## src/rtl/persiana_pkg.sv

```systemverilog
// Shared types, grant indices and small helpers for the persiana command arbiter.
package persiana_pkg;

  // Blind target positions; the numeric order follows physical height.
  typedef enum logic [1:0] {
    POS_INF = 2'b00,
    POS_MED = 2'b01,
    POS_SUP = 2'b10
  } pos_t;

  typedef enum logic [1:0] {
    ST_IDLE  = 2'b00,
    ST_MOVE  = 2'b01,
    ST_DWELL = 2'b10,
    ST_FAULT = 2'b11
  } arb_state_t;

  // Bit positions inside the one-hot grant vector {wind, man, auto}.
  localparam int GNT_WIND = 2;
  localparam int GNT_MAN  = 1;
  localparam int GNT_AUTO = 0;

  // The 2'b11 code is not a position.
  function automatic logic pos_legal(input logic [1:0] p);
    return (p != 2'b11);
  endfunction

  // Sensor that confirms the blind stands at position p.
  function automatic logic sensor_hit(input logic [1:0] p, input logic s_sup,
                                      input logic s_med, input logic s_inf);
    logic hit;
    case (p)
      POS_SUP: hit = s_sup;
      POS_MED: hit = s_med;
      POS_INF: hit = s_inf;
      default: hit = 1'b0;
    endcase
    return hit;
  endfunction

endpackage

```

## src/rtl/persiana_cycle_timer.sv

```systemverilog
// Up-counter that flags when it has reached a programmed limit.
// The count saturates at the limit and is returned to zero by clr.
module persiana_cycle_timer #(
  parameter int W = 4
) (
  input  logic         clk,
  input  logic         reset,
  input  logic         clr,
  input  logic         en,
  input  logic [W-1:0] limit,
  output logic         expired
);

  logic [W-1:0] count_q;
  logic [W-1:0] count_d;

  assign expired = (count_q == limit);

  // Next count: clear wins, otherwise advance until the limit is reached.
  always_comb begin
    count_d = count_q;
    if (clr) begin
      count_d = '0;
    end else if (en && !expired) begin
      count_d = count_q + W'(1);
    end else begin
      count_d = count_q;
    end
  end

  // Count register with asynchronous clear.
  always_ff @(posedge clk or posedge reset) begin
    if (reset) begin
      count_q <= '0;
    end else begin
      count_q <= count_d;
    end
  end

endmodule

```

## src/rtl/persiana_cmd_arbiter.sv

```systemverilog
// Command scheduler in front of the blind FSM: picks one of wind / manual /
// auto position requests, supervises travel against a timeout, and enforces a
// dwell period after each arrival. Wind is the safety path and bypasses dwell.
module persiana_cmd_arbiter
  import persiana_pkg::*;
#(
  parameter int DWELL_CYC   = 1000,
  parameter int TIMEOUT_CYC = 50000
) (
  input  logic       clk,
  input  logic       reset,
  input  logic       req_wind,
  input  logic       req_man_valid,
  input  logic [1:0] req_man_pos,
  input  logic       req_auto_valid,
  input  logic [1:0] req_auto_pos,
  input  logic       subir,
  input  logic       bajar,
  input  logic       sens_sup,
  input  logic       sens_med,
  input  logic       sens_inf,
  input  logic       fault_clr,
  output logic [1:0] pos_cmd,
  output logic [2:0] grant,
  output logic       busy,
  output logic       fault
);

  localparam int TMR_MAX = (DWELL_CYC > TIMEOUT_CYC) ? DWELL_CYC : TIMEOUT_CYC;
  localparam int TMR_W   = $clog2(TMR_MAX + 1);
  localparam logic [TMR_W-1:0] DWELL_LIM = TMR_W'(DWELL_CYC - 1);
  localparam logic [TMR_W-1:0] TOUT_LIM  = TMR_W'(TIMEOUT_CYC - 1);

  arb_state_t state_q, state_d;
  logic [1:0] pos_cmd_q, pos_d;
  logic [2:0] grant_q, grant_d;
  logic       busy_q, fault_q;
  // Set when the move in flight was granted to the automatic requester,
  // which is the only case a manual strobe may preempt.
  logic       owner_auto_q, owner_auto_d;

  logic wind_ok_s, man_ok_s, auto_ok_s, arrived_s;
  logic travel_clr_s, travel_exp_s, dwell_clr_s, dwell_exp_s;

  // Eligibility of each requester against the current target.
  always_comb begin
    wind_ok_s = req_wind && (pos_cmd_q != POS_SUP);
    man_ok_s  = req_man_valid && pos_legal(req_man_pos) && (req_man_pos != pos_cmd_q);
    auto_ok_s = req_auto_valid && pos_legal(req_auto_pos) && (req_auto_pos != pos_cmd_q);
    arrived_s = sensor_hit(pos_cmd_q, sens_sup, sens_med, sens_inf) && !subir && !bajar;
  end

  // Priority arbitration and next-state logic.
  always_comb begin
    state_d      = state_q;
    pos_d        = pos_cmd_q;
    grant_d      = 3'b000;
    owner_auto_d = owner_auto_q;
    case (state_q)
      ST_IDLE: begin
        if (wind_ok_s) begin
          grant_d[GNT_WIND] = 1'b1;
          pos_d             = POS_SUP;
          owner_auto_d      = 1'b0;
          state_d           = ST_MOVE;
        end else if (req_wind) begin
          // Wind holds the blind at the top: everything else is dropped.
          state_d = ST_IDLE;
        end else if (man_ok_s) begin
          grant_d[GNT_MAN] = 1'b1;
          pos_d            = req_man_pos;
          owner_auto_d     = 1'b0;
          state_d          = ST_MOVE;
        end else if (auto_ok_s) begin
          grant_d[GNT_AUTO] = 1'b1;
          pos_d             = req_auto_pos;
          owner_auto_d      = 1'b1;
          state_d           = ST_MOVE;
        end else begin
          state_d = ST_IDLE;
        end
      end
      ST_MOVE: begin
        if (wind_ok_s) begin
          grant_d[GNT_WIND] = 1'b1;
          pos_d             = POS_SUP;
          owner_auto_d      = 1'b0;
        end else if (man_ok_s && owner_auto_q && !req_wind) begin
          grant_d[GNT_MAN] = 1'b1;
          pos_d            = req_man_pos;
          owner_auto_d     = 1'b0;
        end else if (arrived_s) begin
          state_d = ST_DWELL;
        end else if (travel_exp_s) begin
          state_d = ST_FAULT;
        end else begin
          state_d = ST_MOVE;
        end
      end
      ST_DWELL: begin
        if (wind_ok_s) begin
          grant_d[GNT_WIND] = 1'b1;
          pos_d             = POS_SUP;
          owner_auto_d      = 1'b0;
          state_d           = ST_MOVE;
        end else if (dwell_exp_s) begin
          state_d = ST_IDLE;
        end else begin
          state_d = ST_DWELL;
        end
      end
      ST_FAULT: begin
        if (fault_clr) begin
          state_d = ST_IDLE;
        end else begin
          state_d = ST_FAULT;
        end
      end
      default: begin
        state_d = ST_IDLE;
      end
    endcase
  end

  // Timers restart on every state entry and on every retarget.
  always_comb begin
    travel_clr_s = !((state_q == ST_MOVE) && (state_d == ST_MOVE) && (grant_d == 3'b000));
    dwell_clr_s  = !((state_q == ST_DWELL) && (state_d == ST_DWELL));
  end

  persiana_cycle_timer #(.W(TMR_W)) u_travel_tmr (
    .clk     (clk),
    .reset   (reset),
    .clr     (travel_clr_s),
    .en      (state_q == ST_MOVE),
    .limit   (TOUT_LIM),
    .expired (travel_exp_s)
  );

  persiana_cycle_timer #(.W(TMR_W)) u_dwell_tmr (
    .clk     (clk),
    .reset   (reset),
    .clr     (dwell_clr_s),
    .en      (state_q == ST_DWELL),
    .limit   (DWELL_LIM),
    .expired (dwell_exp_s)
  );

  // State and registered outputs; reset target matches the blind FSM reset.
  always_ff @(posedge clk or posedge reset) begin
    if (reset) begin
      state_q      <= ST_IDLE;
      pos_cmd_q    <= 2'b00;
      grant_q      <= 3'b000;
      busy_q       <= 1'b0;
      fault_q      <= 1'b0;
      owner_auto_q <= 1'b0;
    end else begin
      state_q      <= state_d;
      pos_cmd_q    <= pos_d;
      grant_q      <= grant_d;
      busy_q       <= (state_d == ST_MOVE) || (state_d == ST_DWELL);
      fault_q      <= (state_d == ST_FAULT);
      owner_auto_q <= owner_auto_d;
    end
  end

  assign pos_cmd = pos_cmd_q;
  assign grant   = grant_q;
  assign busy    = busy_q;
  assign fault   = fault_q;

endmodule

```

## config.mk

```make
export PLATFORM = sky130hd
export DESIGN_NAME = persiana_cmd_arbiter
export DESIGN_NICKNAME = d
export VERILOG_FILES = /design/src/rtl/persiana_pkg.sv /design/src/rtl/persiana_cycle_timer.sv /design/src/rtl/persiana_cmd_arbiter.sv
export SDC_FILE = /design/constraint.sdc
export NUM_CORES = 1
export LEC_CHECK = 0
export CORE_MARGIN = 2
export CORE_UTILIZATION = 40
export DETAILED_ROUTE_END_ITERATION = 8
export SLEW_MARGIN = 20
export SYNTH_ARGS = -nofsm -noshare
export SYNTH_HDL_FRONTEND = slang
export SYNTH_SLANG_ARGS = --single-unit
```

## constraint.sdc

```tcl
create_clock -name clk -period 3.7 [get_ports clk]
set_input_delay 0.74 -clock clk [delete_from_list [all_inputs] [get_ports clk]]
set_output_delay 0.74 -clock clk [all_outputs]
set_load 0.01 [all_outputs]
```

# Word level (Yosys, flattened, before mapping)
# Cells that the tools add are included.
# op_classes
mux,44
addsub,2
n_eq_ne,21
n_reduce_logical,26
# ops
operator,n
$mux W16,4
$add A16 B1 Y16 const B,2
$mux W2,16
$mux W1,19
$eq A16 B10 Y1 const B,1
$eq A16 B16 Y1 const B,1
$logic_and A1 B1 Y1,14
$eq A2 B2 Y1 const B,5
$ne A2 B2 Y1 const B,4
$pmux W2 S4,1
$eq A2 B1 Y1 const B,3
$ne A3 B3 Y1 const B,2
$pmux W1 S3,2
$pmux W2 S3,1
$logic_not A1 Y1,5
$reduce_and A5 Y1,1
$logic_not A2 Y1,2
$ne A2 B1 Y1 const B,2
$ne A2 B2 Y1,2
$ne A4 B4 Y1 const B,1
$logic_not A3 Y1,1
$reduce_bool A3 Y1,1
$reduce_or A3 Y1,1
$pmux W1 S2,1
$logic_or A1 B1 Y1,1
# totals
ff_bits,42
elab_cells,101
output_inout_bits,7
inputBits,15

# Depth between registers and ports, before layout
# depth
ltp_word,12
depth_mapped,13
depth_no_buf,11

# By module
# A second synthesis with hierarchy kept.
# unflattened
hier_cells,312
area_unflattened_um2,2989.1
# modules_own_cells
mod,cells_per_inst,seq_area_each_um2,area_each_um2,n_inst
persiana_cycle_timer (u_travel_tmr),111,400.4,1109.8,1
persiana_cycle_timer (u_dwell_tmr),111,400.4,1087.3,1
persiana_cmd_arbiter,90,250.2,792.0,1

# Worst setup path after synthesis
# Ideal clock, no wire load.
# synth_timing
path_kind,reg-to-reg
from,register u_dwell_tmr.count_q[4]
to,register u_travel_tmr.count_q[0]
path_stages_with_launch,12
synth_period_minus_slack_ns,3.031
arrival_time_ns,2.959
required_time_ns,3.629
n_path_buf,2
slack_ns,0.669
setup_time_ns,0.071
path_cell_list,dfrtp_1 -> or4_4 -> or4_4 -> a31oi_1 -> nor2_1 -> nor3_1 -> ha_1 -> nand2_1 -> or4b_1 -> clkbuf_1 -> buf_2 -> nor2_1
# synth_between
elab_chain_cells,8
word_cells_on_any_way,9
cone_classes,eq/ne (3); mux (4); reduce/logical (2)
# synth_rtl
item,line,source
from (decl),persiana_cycle_timer.sv:14,logic [W-1:0] count_q;
from (signal assigned),persiana_cycle_timer.sv:36,count_q <= count_d;
$eq A16 B10 Y1 (*),persiana_cycle_timer.sv:17,assign expired = (count_q == limit);
$mux W2 (*),persiana_cmd_arbiter.sv:106,end else if (dwell_exp_s) begin
$mux W2 (*),persiana_cmd_arbiter.sv:101,if (wind_ok_s) begin
$pmux W2 S4 (*),persiana_cmd_arbiter.sv:59,case (state_q)
$eq A2 B1 Y1 (*),persiana_cmd_arbiter.sv:127,travel_clr_s = !((state_q == ST_MOVE) && (state_d == ST_MOVE) && (grant_d == 3'b000));
$logic_and A1 B1 Y1 (*) (2 in series),persiana_cmd_arbiter.sv:127,
$ne A2 B1 Y1 (no source line) or $mux W16 (tied branches),--,
to (signal assigned),persiana_cycle_timer.sv:36,
to (decl),persiana_cycle_timer.sv:14,
# Every way passes the cells marked *; elsewhere a longest branch is shown, timed or not.
# A chain may end at the register's enable or synchronous reset.

# Final worst setup path
# layout_timing
from,input req_wind
to,register u_travel_tmr.count_q[5]
# layout_between
elab_chain_cells,9
word_cells_on_any_way,23
cone_classes,eq/ne (2); mux (15); reduce/logical (6)
# layout_rtl
item,line,source
from (decl),persiana_cmd_arbiter.sv:12,"input logic req_wind,"
$logic_not A1 Y1,persiana_cmd_arbiter.sv:88,end else if (man_ok_s && owner_auto_q && !req_wind) begin
$logic_and A1 B1 Y1,persiana_cmd_arbiter.sv:88,
$mux W2,persiana_cmd_arbiter.sv:88,
$mux W2,persiana_cmd_arbiter.sv:84,if (wind_ok_s) begin
$pmux W2 S4 (*),persiana_cmd_arbiter.sv:59,
net state_d[0],persiana_cmd_arbiter.sv:34,"arb_state_t state_q, state_d;"
$eq A2 B1 Y1 (*),persiana_cmd_arbiter.sv:127,
$logic_and A1 B1 Y1 (*) (2 in series),persiana_cmd_arbiter.sv:127,
$ne A2 B1 Y1 (no source line) or $mux W16 (tied branches),--,
# The timed path passes the listed nets; every way through them passes the cells marked *.

==> run_results.csv <==
group,metric,value,unit
yosys,synthFlopType,"dfrtp_1",
grt,overflow,0,
route,postRouteAntennaNets,0,
cts,numCtsBuffers,5,
timing,clock.fmax,308,MHz
yosys,post_synth_num_cell_types,41,
timing,finalSetupViolCount,0,
power,power_density,483,nW/um^2
cts,cts-root-buf,"clkbuf_8",
timing,post-route-period-util,87.8,%
critical_path,r2r_cells,10,
timing,slew_viol_final,0,
cts,clock_latency,0.28,ns
floorplan,die_y,81.2,um
cts,ctsHoldBuffers,0,
yosys,syn_inst,263,
floorplan,die-area,6600,um^2
place,io_buffers,21,
floorplan,start_util,40.8,%
critical_path,worstSetupPathType,"primary input to flip-flop",
route,wl,4720,um
cells_and_area,postLayoutCellArea,2780,um^2
grt,grt_pass1_vias,1870,
cells_and_area,drive_above_1_share,6.57,%
cts,cts-resized-gates,0,
grt,grt_max_degree,24,
critical_path,cp_max_fo,16,
place,placedCellCount,356,
grt,antenna_found_initial,0,
route,detail_route.vias_per_cell,5.17,
floorplan,coreArea,5850,um^2
timing,finalCriticalPeriod,3.25,ns
cells_and_area,stdcell_count,364,
cells_and_area,areaGrowthSynthToFinish,16.6,%
critical_path,r2r_end,"u_travel_tmr.count_q[5]$_DFFE_PP0P_",
place,gp_congestion,0.898,
yosys,synth_nets,288,
timing,tightest_slew,0.870,ns
yosys,netlist_area,2380,um^2
route,drt_iter0_markers,100,
route,avgRoutedWirePerCell,13.0,um
critical_path,crit_path_start_kind,"primary input",
critical_path,worstReg2RegStart,"u_dwell_tmr.count_q[4]$_DFFE_PP0P_",
timing,fin_tns_setup,0,ns
critical_path,cp_data_required_time,3.92,ns
critical_path,end_kind,"flip-flop",
cts,h-tree-depth,2,
place,placed_area,2690,um^2
grt,grt_pass1_wl,8460,um
cells_and_area,finish.net_count,313,
yosys,synth_edf_count,0,
route,drc_errors,0,
cts,cts_tree,"built",
cells_and_area,antennaDiodeCount,0,
floorplan,die_w,81.2,um
outcome,status,"finished clean",
power,ir_worst_vdd,281,uV
power,power.total,1.34,mW
grt,grt_usage,16.2,%
yosys,synthArstFlopShare,100,%
yosys,synth_most_common_cell,"dfrtp_1",
yosys,synth_area_per_cell,9.07,um^2
yosys,synth_warnings,0,
cts,clkSinkCount,42,
yosys,synth_top_cell_by_area,"dfrtp_1",
power,power.static_leakage,1.18,nW
yosys,synth_seq_cells,42,
route,first_pass_iters,4,
yosys,ys_seq_area_share,44.1,%
critical_path,crit_end,"u_travel_tmr.count_q[5]$_DFFE_PP0P_",
critical_path,ff2ff_setup_slack,0.60,ns
cts,clock_path_buffers,2,
critical_path,startpoint,"req_wind",
cts,cts_setup_buffers,0,
critical_path,cp.arrival,3.46,ns
floorplan,io_pins,22,
route,via_count,1883,
yosys,synth_area_leaders,"dfrtp_1 44%, xor2_1 7.3%, nor2_1 6.3%",
timing,relSlewSlack,41.9,%
timing,finalHoldViolCount,0,
timing,rsz0062_at_grt,"false",
place,dp_hpwl,3500,um
hold_path,hold_path_class,"flip-flop to flip-flop",
timing,clock_skew,0.00375,ns
cells_and_area,fin_util,47.5,%
run,cap_viol_max_count,0,
floorplan,rows,28,
yosys,synth_top_area_share,44.1,%
cts,clkTransAtPathRegs,0.08,ns
yosys,synth_common_cells,"42 x dfrtp_1, 40 x nor2_1, 25 x nand2_1",
-- power breakdown --
part | switching, mW | internal [mW]
logic | 0.274 | 0.219
registers | 0.0501 | 0.502
clock network | 0.148 | 0.150
-- layout make-up --
class / count / area (um^2)
Tap cell: 75 / 93.8
Clock buffer: 6 / 82.6
Multi-Input combinational cell: 203 / 1260
Inverter: 11 / 41.3
Fill cell: 554 / 3070
Sequential cell: 42 / 1050
Clock inverter: 2 / 12.5
Timing Repair Buffer: 25 / 240
-- registers in the layout, indices dropped and copies added (netlist names) --
name,cells
u_dwell_tmr.count_q,16
u_travel_tmr.count_q,16
grant,3
pos_cmd,2
state_q,2
busy,1
fault,1
owner_auto_q,1
-- worst max-delay path: stages --
cell	delay, ns
clkdlybuf4s50_1	0.56
inv_1	0.10
a21oi_1	0.49
o31ai_1	0.16
o21ai_0	0.22
o21a_1	0.21
ha_1	0.16
nand2_1	0.04
or4b_1	0.46
buf_4	0.20
nor2_1	0.12
-- cell families after synthesis --
logic type	Yosys count	share of synthesized area, %
buffers and inverters	18	3.10
adder cells (fa/ha/maj)	10	5.25
XOR/XNOR	27	9.92
AO/OA/AOI/OAI	41	10.9
AND/OR/NAND/NOR	120	24.6
flip-flops	42	44.1
multiplexers	5	2.20
-- routing by layer --
layer  vias up  global-route usage [%]  share of wire (%)
li1        957                       -                  -
met1       889                    22.3                 49
met2        35                    26.5                 47
met3         2                    2.67                3.1
met4         0                    4.07               0.57
met5         -                       0                  0
-- metrics by stage --
step	setup WS, ns	hold slack [ns]
2_1_floorplan	0.669	0.504
3_3_place_gp	0.157	0.525
3_5_place_dp	0.182	0.529
4_1_cts	0.481	0.551
5_1_grt	0.143	0.575
6_report	0.451	0.545
-- worst min-delay path by stage --
stage	start	endpoint	slack (ns)	cells after the start
6_report	u_dwell_tmr.count_q[15]$_DFFE_PP0P_	u_dwell_tmr.count_q[15]$_DFFE_PP0P_	0.55	2
5_1_grt	u_dwell_tmr.count_q[9]$_DFFE_PP0P_	u_dwell_tmr.count_q[9]$_DFFE_PP0P_	0.57	2
4_1_cts	u_travel_tmr.count_q[9]$_DFFE_PP0P_	u_travel_tmr.count_q[9]$_DFFE_PP0P_	0.55	2
3_5_place_dp	u_travel_tmr.count_q[9]$_DFFE_PP0P_	u_travel_tmr.count_q[9]$_DFFE_PP0P_	0.53	2
3_3_place_gp	u_dwell_tmr.count_q[15]$_DFFE_PP0P_	u_dwell_tmr.count_q[15]$_DFFE_PP0P_	0.52	2
2_1_floorplan	owner_auto_q$_DFFE_PP0P_	owner_auto_q$_DFFE_PP0P_	0.50	1
-- cells in the final DEF, fill, tap and decap left out, types with 3 or more instances in the layout --
master | netlist | routed
dfrtp_1 | 42 | 42
nor2_1 | 40 | 40
nand2_1 | 25 | 25
clkdlybuf4s50_1 | 0 | 21
xor2_1 | 20 | 20
a21oi_1 | 12 | 12
nand3_1 | 11 | 11
o21ai_0 | 11 | 11
inv_1 | 11 | 11
ha_1 | 10 | 10
nor3_1 | 8 | 8
nand4_1 | 7 | 7
xnor2_1 | 7 | 7
nand2b_1 | 6 | 6
clkbuf_8 | 0 | 6
or3_1 | 5 | 5
and3_1 | 4 | 4
nor2b_1 | 4 | 4
buf_4 | 1 | 4
a211oi_1 | 3 | 3
o21a_1 | 3 | 3
mux2i_1 | 3 | 3
Note: power is estimated with default switching activity, not from simulation.
==> RTL edit 1 (same settings) <==
Re-encode `arb_state_t` (4 states) as one-hot, 4 bits wide.
--- a/src/rtl/persiana_pkg.sv
+++ b/src/rtl/persiana_pkg.sv
@@ -9,9 +9,9 @@
   } pos_t;
 
-  typedef enum logic [1:0] {
-    ST_IDLE  = 2'b00,
-    ST_MOVE  = 2'b01,
-    ST_DWELL = 2'b10,
-    ST_FAULT = 2'b11
+  typedef enum logic [3:0] {
+    ST_IDLE  = 4'b0001,
+    ST_MOVE  = 4'b0010,
+    ST_DWELL = 4'b0100,
+    ST_FAULT = 4'b1000
   } arb_state_t;
 
Formal check against the unedited RTL: same outputs for any inputs over 10 cycles, from zero or initial values and one cycle with reset high; not proved beyond that.
==> RTL edit 1 against the unedited design <==
  * Sequential cell count rose by 2
  * Die area rose by 5.1%
  * Core utilization rose by 0.12 points
  * Routed wire length rose by 2.6%
  * Hold slack got worse by 0.083 ns
  * Critical path depth fell by 5
  * Area after synthesis rose by 5.4%
  * Design area rose by 2.7%
  * Total power fell by 4.9%
  * Largest power group unchanged
  * Setup slack improved by 0.73 ns
==> RTL edit 1: results (changes against the unedited design) <==
- Run status: complete, no violations (unchanged)
* Standard cell with the maximum stage delay on the critical path: o21ai_2 (was clkdlybuf4s50_1)
- The number of DRC violations after detailed-routing iteration 0 came to 88 (was 100).
- Number of port buffers: 21 (unchanged)
- The last weighted congestion value of the routability-driven placer is 0.813 (was 0.898).
- The largest vdd supply drop was 206 µV (was 281 µV).
- Root Driver: clkbuf_8 (unchanged)
* Post-CTS setup-driven buffer insertion count: 0 (unchanged)
- Antenna fix cells: 0 (unchanged)
- Sequential cell area fraction in the yosys report: 43.9% (was 44.1%)
- Number of fillers in the final layout: 584 (was 554)
* Clock skew: 0.0121 ns (was 0.00375 ns)
- The total cell area at the placement stage was 2760 µm² (was 2690 µm²).
* Antenna violations before repair: 0 (unchanged)
- Worst slew pin tran: 0.792 ns (was 0.870 ns)
- Most common library cells after synthesis: 43 x dfrtp_1, 31 x nor2_1, 19 x nand2_1, 19 x xnor2_1 (was 42 x dfrtp_1, 40 x nor2_1, 25 x nand2_1).
- The static power due to leakage is 1.09 nW (was 1.18 nW).
- Net count after synthesis: 278 (was 288)
- The number of buffers created by CTS came to 5 (unchanged).
* Number of nets in the final layout: 298 (was 313)
- The async set-reset flop share out of synthesis came to 100% (unchanged).
- The delay of the slowest critical-path stage was 0.65 ns (was 0.56 ns).
- Final HPWL from detailed placement: 3450 µm (was 3500 µm)
- WL per Instance: 13.6 µm (was 13.0 µm)
- Hold WC Path Type: flop to flop (unchanged)
* Via-to-Cell Ratio: 5.42 (was 5.17)
* Cells taking the most area after synthesis: dfrtp_1 43%, xnor2_1 6.6%, nor2_1 4.6%, a211oi_1 4.2%, nand2_1 2.8% (was dfrtp_1 44%, xor2_1 7.3%, nor2_1 6.3%, ha_1 5.2%, nand2_1 3.9%)
- Distinct cell type count after synthesis: 54 (was 41)
- The maximum clock path buffer count is 2 (unchanged).
- Warnings from Yosys: 0 (unchanged)
- The post-cts gate resize count was 0 (unchanged).
- The global-route wire length before repair came to 8860 µm (was 8460 µm).
- Maximum fanout count along the critical path: 17 (was 16)
- The largest registers in the layout are u_dwell_tmr.count_q: 16 flops, u_travel_tmr.count_q: 16 flops, state_q: 4 flops.
- GRT Util Overall: 15.4% (was 16.2%)
- Via count of the first global-routing pass: 1,909 (was 1,870)
* Proportion of layout cells with a drive suffix above 1: 8.51% (was 6.57%)
* Largest net degree at the start of global routing: 36 (was 24)
- The data arrival time at the worst-slack endpoint came to 2.66 ns (was 3.46 ns).
* Clock transition at the registers of the reported paths: 0.08 ns (about the same)
- The insertion delay of the later-clocked pin in the worst-skew pair came to 0.30 ns (was 0.28 ns).
* Critical path's top delay family: compound AO/OA/AOI/OAI gates (unchanged)
==> RTL edit 1: final cells by class <==
class | count | share of cell area, %
clock inverter | 2 | 0.526
inverter | 9 | 1.18
sequential | 44 | 38.6
tap | 75 | 3.29
multi-input combinational | 199 | 45.9
timing repair buffer | 22 | 7.62
clock buffer | 6 | 2.89
==> RTL edit 1: path summary, 6_finish.rpt <==
check / startpoint / end / slack, ns / cells after the start
max: req_man_pos[0] / u_travel_tmr.count_q[0] / 1.18 / 6
min: u_dwell_tmr.count_q[0] / u_dwell_tmr.count_q[0] / 0.46 / 1
max reg2reg: u_travel_tmr.count_q[10] / u_travel_tmr.count_q[0] / 1.40 / 5
min reg2reg: u_dwell_tmr.count_q[0] / u_dwell_tmr.count_q[0] / 0.46 / 1
max in group asynchronous: reset / state_q[0] / 2.30 / 3
min in group asynchronous: reset / u_dwell_tmr.count_q[7] / 0.66 / 2
==> RTL edit 1: logic make-up after synthesis <==
family                   count (synthesis)  synth area share, %
AND/OR/NAND/NOR                        120                 26.3
XOR/XNOR                                27                 9.41
AO/OA/AOI/OAI                           47                 14.1
adder cells (fa/ha/maj)                  2                0.996
buffers and inverters                   18                 3.98
multiplexers                             3                 1.29
flip-flops                              44                 43.9
==> RTL edit 1: worst reg2reg max path, cell delays in order (launching register included) <==
cell	delay, ns
dfrtp_1	0.42
or4b_4	0.57
nor4_4	0.48
a21oi_2	0.10
a21oi_4	0.41
a211oi_1	0.16
==> RTL edit 1: power by group <==
part           internal (mW)  switching, mW  leakage [nW]
clock network          0.151          0.171        0.0434
logic                  0.167          0.209         0.440
registers              0.526         0.0524         0.602
==> RTL edit 1: metrics by stage <==
stage          worst slack, ns  utilization (%)  cells
3_3_place_gp             0.915             46.0    349
5_1_grt                  0.989             47.7    357
6_report                  1.18             47.7    357
4_1_cts                   1.19             47.7    357
3_5_place_dp             0.874             46.0    349
2_1_floorplan             1.71                -    261
==> RTL edit 1: per-layer routing <==
metal  part of all wire, %  wire [µm]  GRT usage, %
met5                     0          0             0
met3                   2.8        135          3.08
met2                    46       2230          24.2
met4                   1.3         62          5.37
met1                    50       2420          21.0
==> RTL edit 2 (same settings) <==
Made on the original files. Change the parameter `TIMEOUT_CYC` from 50000 to 100000.
--- a/src/rtl/persiana_cmd_arbiter.sv
+++ b/src/rtl/persiana_cmd_arbiter.sv
@@ -6,5 +6,5 @@
 #(
   parameter int DWELL_CYC   = 1000,
-  parameter int TIMEOUT_CYC = 50000
+  parameter int TIMEOUT_CYC = 100000
 ) (
   input  logic       clk,
Behaviour: no difference found for any inputs over 10 cycles, from zero or initial values and one cycle with reset high; that may be too few to reach the edited logic, so the function may still have changed.
==> RTL edit 2 against the unedited design <==
  * Total power up 15%
  * Non-clock buffer count increased by 1
  * Highest routed layer unchanged
  * First-iteration DRC count is 10% higher
  * Synthesized cell count up 2.7%
  * Area after synthesis increased by 8.9%
  * Critical path type unchanged
  * Design area increased by 8.1%
  * Sequential power increased by 4.5%
  * Via count up 2.3%
  * Critical path depth increased by 1
  * Largest cell class unchanged
  * Setup slack got worse by 0.064 ns
  * Sequential cell count rose by 2
  * Routed wire length rose by 7.4%
==> RTL edit 2: results (changes against the unedited design) <==
* Run status: complete, no violations (unchanged)
- The total cell area at the placement stage came to 2900 µm² (was 2690 µm²).
- Global-route track usage on met2: 24.5% (was 26.5%)
* Largest net degree at the start of global routing: 45 (was 24)
- Met3 usage in global routing: 2.95% (was 2.67%)
- The average instance area after synthesis was 9.62 µm² (was 9.07 µm²).
- Hold Crit Endpoint: u_dwell_tmr.count_q[6] (was u_dwell_tmr.count_q[15])
- The insertion delay of the later-clocked pin in the worst-skew pair is 0.30 ns (was 0.28 ns).
- Source of the worst hold timing path: u_dwell_tmr.count_q[6] (was u_dwell_tmr.count_q[15])
* Start point of the critical path: req_man_pos[0] (was req_wind)
- Iter 0 DRT Violations: 110 (was 100)
* Wire length of the first global-routing pass: 8890 µm (was 8460 µm)
* End of the worst register-to-register path: u_travel_tmr.count_q[3] (was u_travel_tmr.count_q[5])
- The met1 wire length came to 2500 µm (was 2330 µm).
- The number of cells after detailed placement was 365 (was 356).
- The placed wire-length estimate was 3570 µm (was 3500 µm).
- The setup skew after layout is 0.00702 ns (was 0.00375 ns).
* Net count after synthesis: 295 (was 288)
* Critical path data arrival time: 3.53 ns (was 3.46 ns)
* Smallest hold slack: 0.555 ns (was 0.545 ns)
- The family with the most delay on the worst path is simple AND/OR/NAND/NOR gates (was compound AO/OA/AOI/OAI gates).
- The sequential power share came to 37.4% (was 41.1%).
* Cells taking the most area after synthesis: dfrtp_1 42%, xnor2_1 5.7%, nor2_1 4.9%, ha_1 4.8%, xor2_1 4.4% (was dfrtp_1 44%, xor2_1 7.3%, nor2_1 6.3%, ha_1 5.2%, nand2_1 3.9%)
- The power in combinational cells is 597 µW (was 492 µW).
- The internal power was 991 µW (was 870 µW).
- Sequential cell area fraction in the yosys report: 42.4% (was 44.1%)
- Tightest slew margin relative to the limit: 39.8% (was 41.9%)
- The met3 wire length came to 121 µm (was 144 µm).
* Maximum fanout count along the critical path: 17 (was 16)
- The ratio of cells with drive above 1 in the final layout came to 9.80% (was 6.57%).
- The mean number of vias per cell is 5.16 (was 5.17).
- The largest vdd supply drop came to 298 µV (was 281 µV).
- The last element of the critical path was u_travel_tmr.count_q[3] (was u_travel_tmr.count_q[5]).
==> RTL edit 2: worst register-to-register path, delay by kind of cell (launching register included) <==
family | cells | cell delay, ns
AOI/OAI and AO/OA | 3 | 0.74
adders and majority gates | 1 | 0.19
buffers and inverters | 1 | 0.20
DFF | 1 | 0.54
and+or+nand+nor | 5 | 1.08
==> RTL edit 2: through the flow <==
stage	setup slack, ns	power [mW]	util, %
after floorplan	0.749	1.01	-
after global placement	0.244	1.19	45.9
after detailed placement	0.137	1.18	45.9
after CTS	0.438	1.56	47.6
after global routing	0.298	1.63	47.6
final	0.387	1.54	47.6
==> RTL edit 2: cell type report <==
class | instances | share of cell area, %
Sequential cell | 44 | 36.6
Multi-Input combinational cell | 204 | 46.2
Clock inverter | 2 | 1.16
Timing Repair Buffer | 26 | 8.65
Clock buffer | 6 | 2.41
Tap cell | 77 | 3.20
Inverter | 14 | 1.75
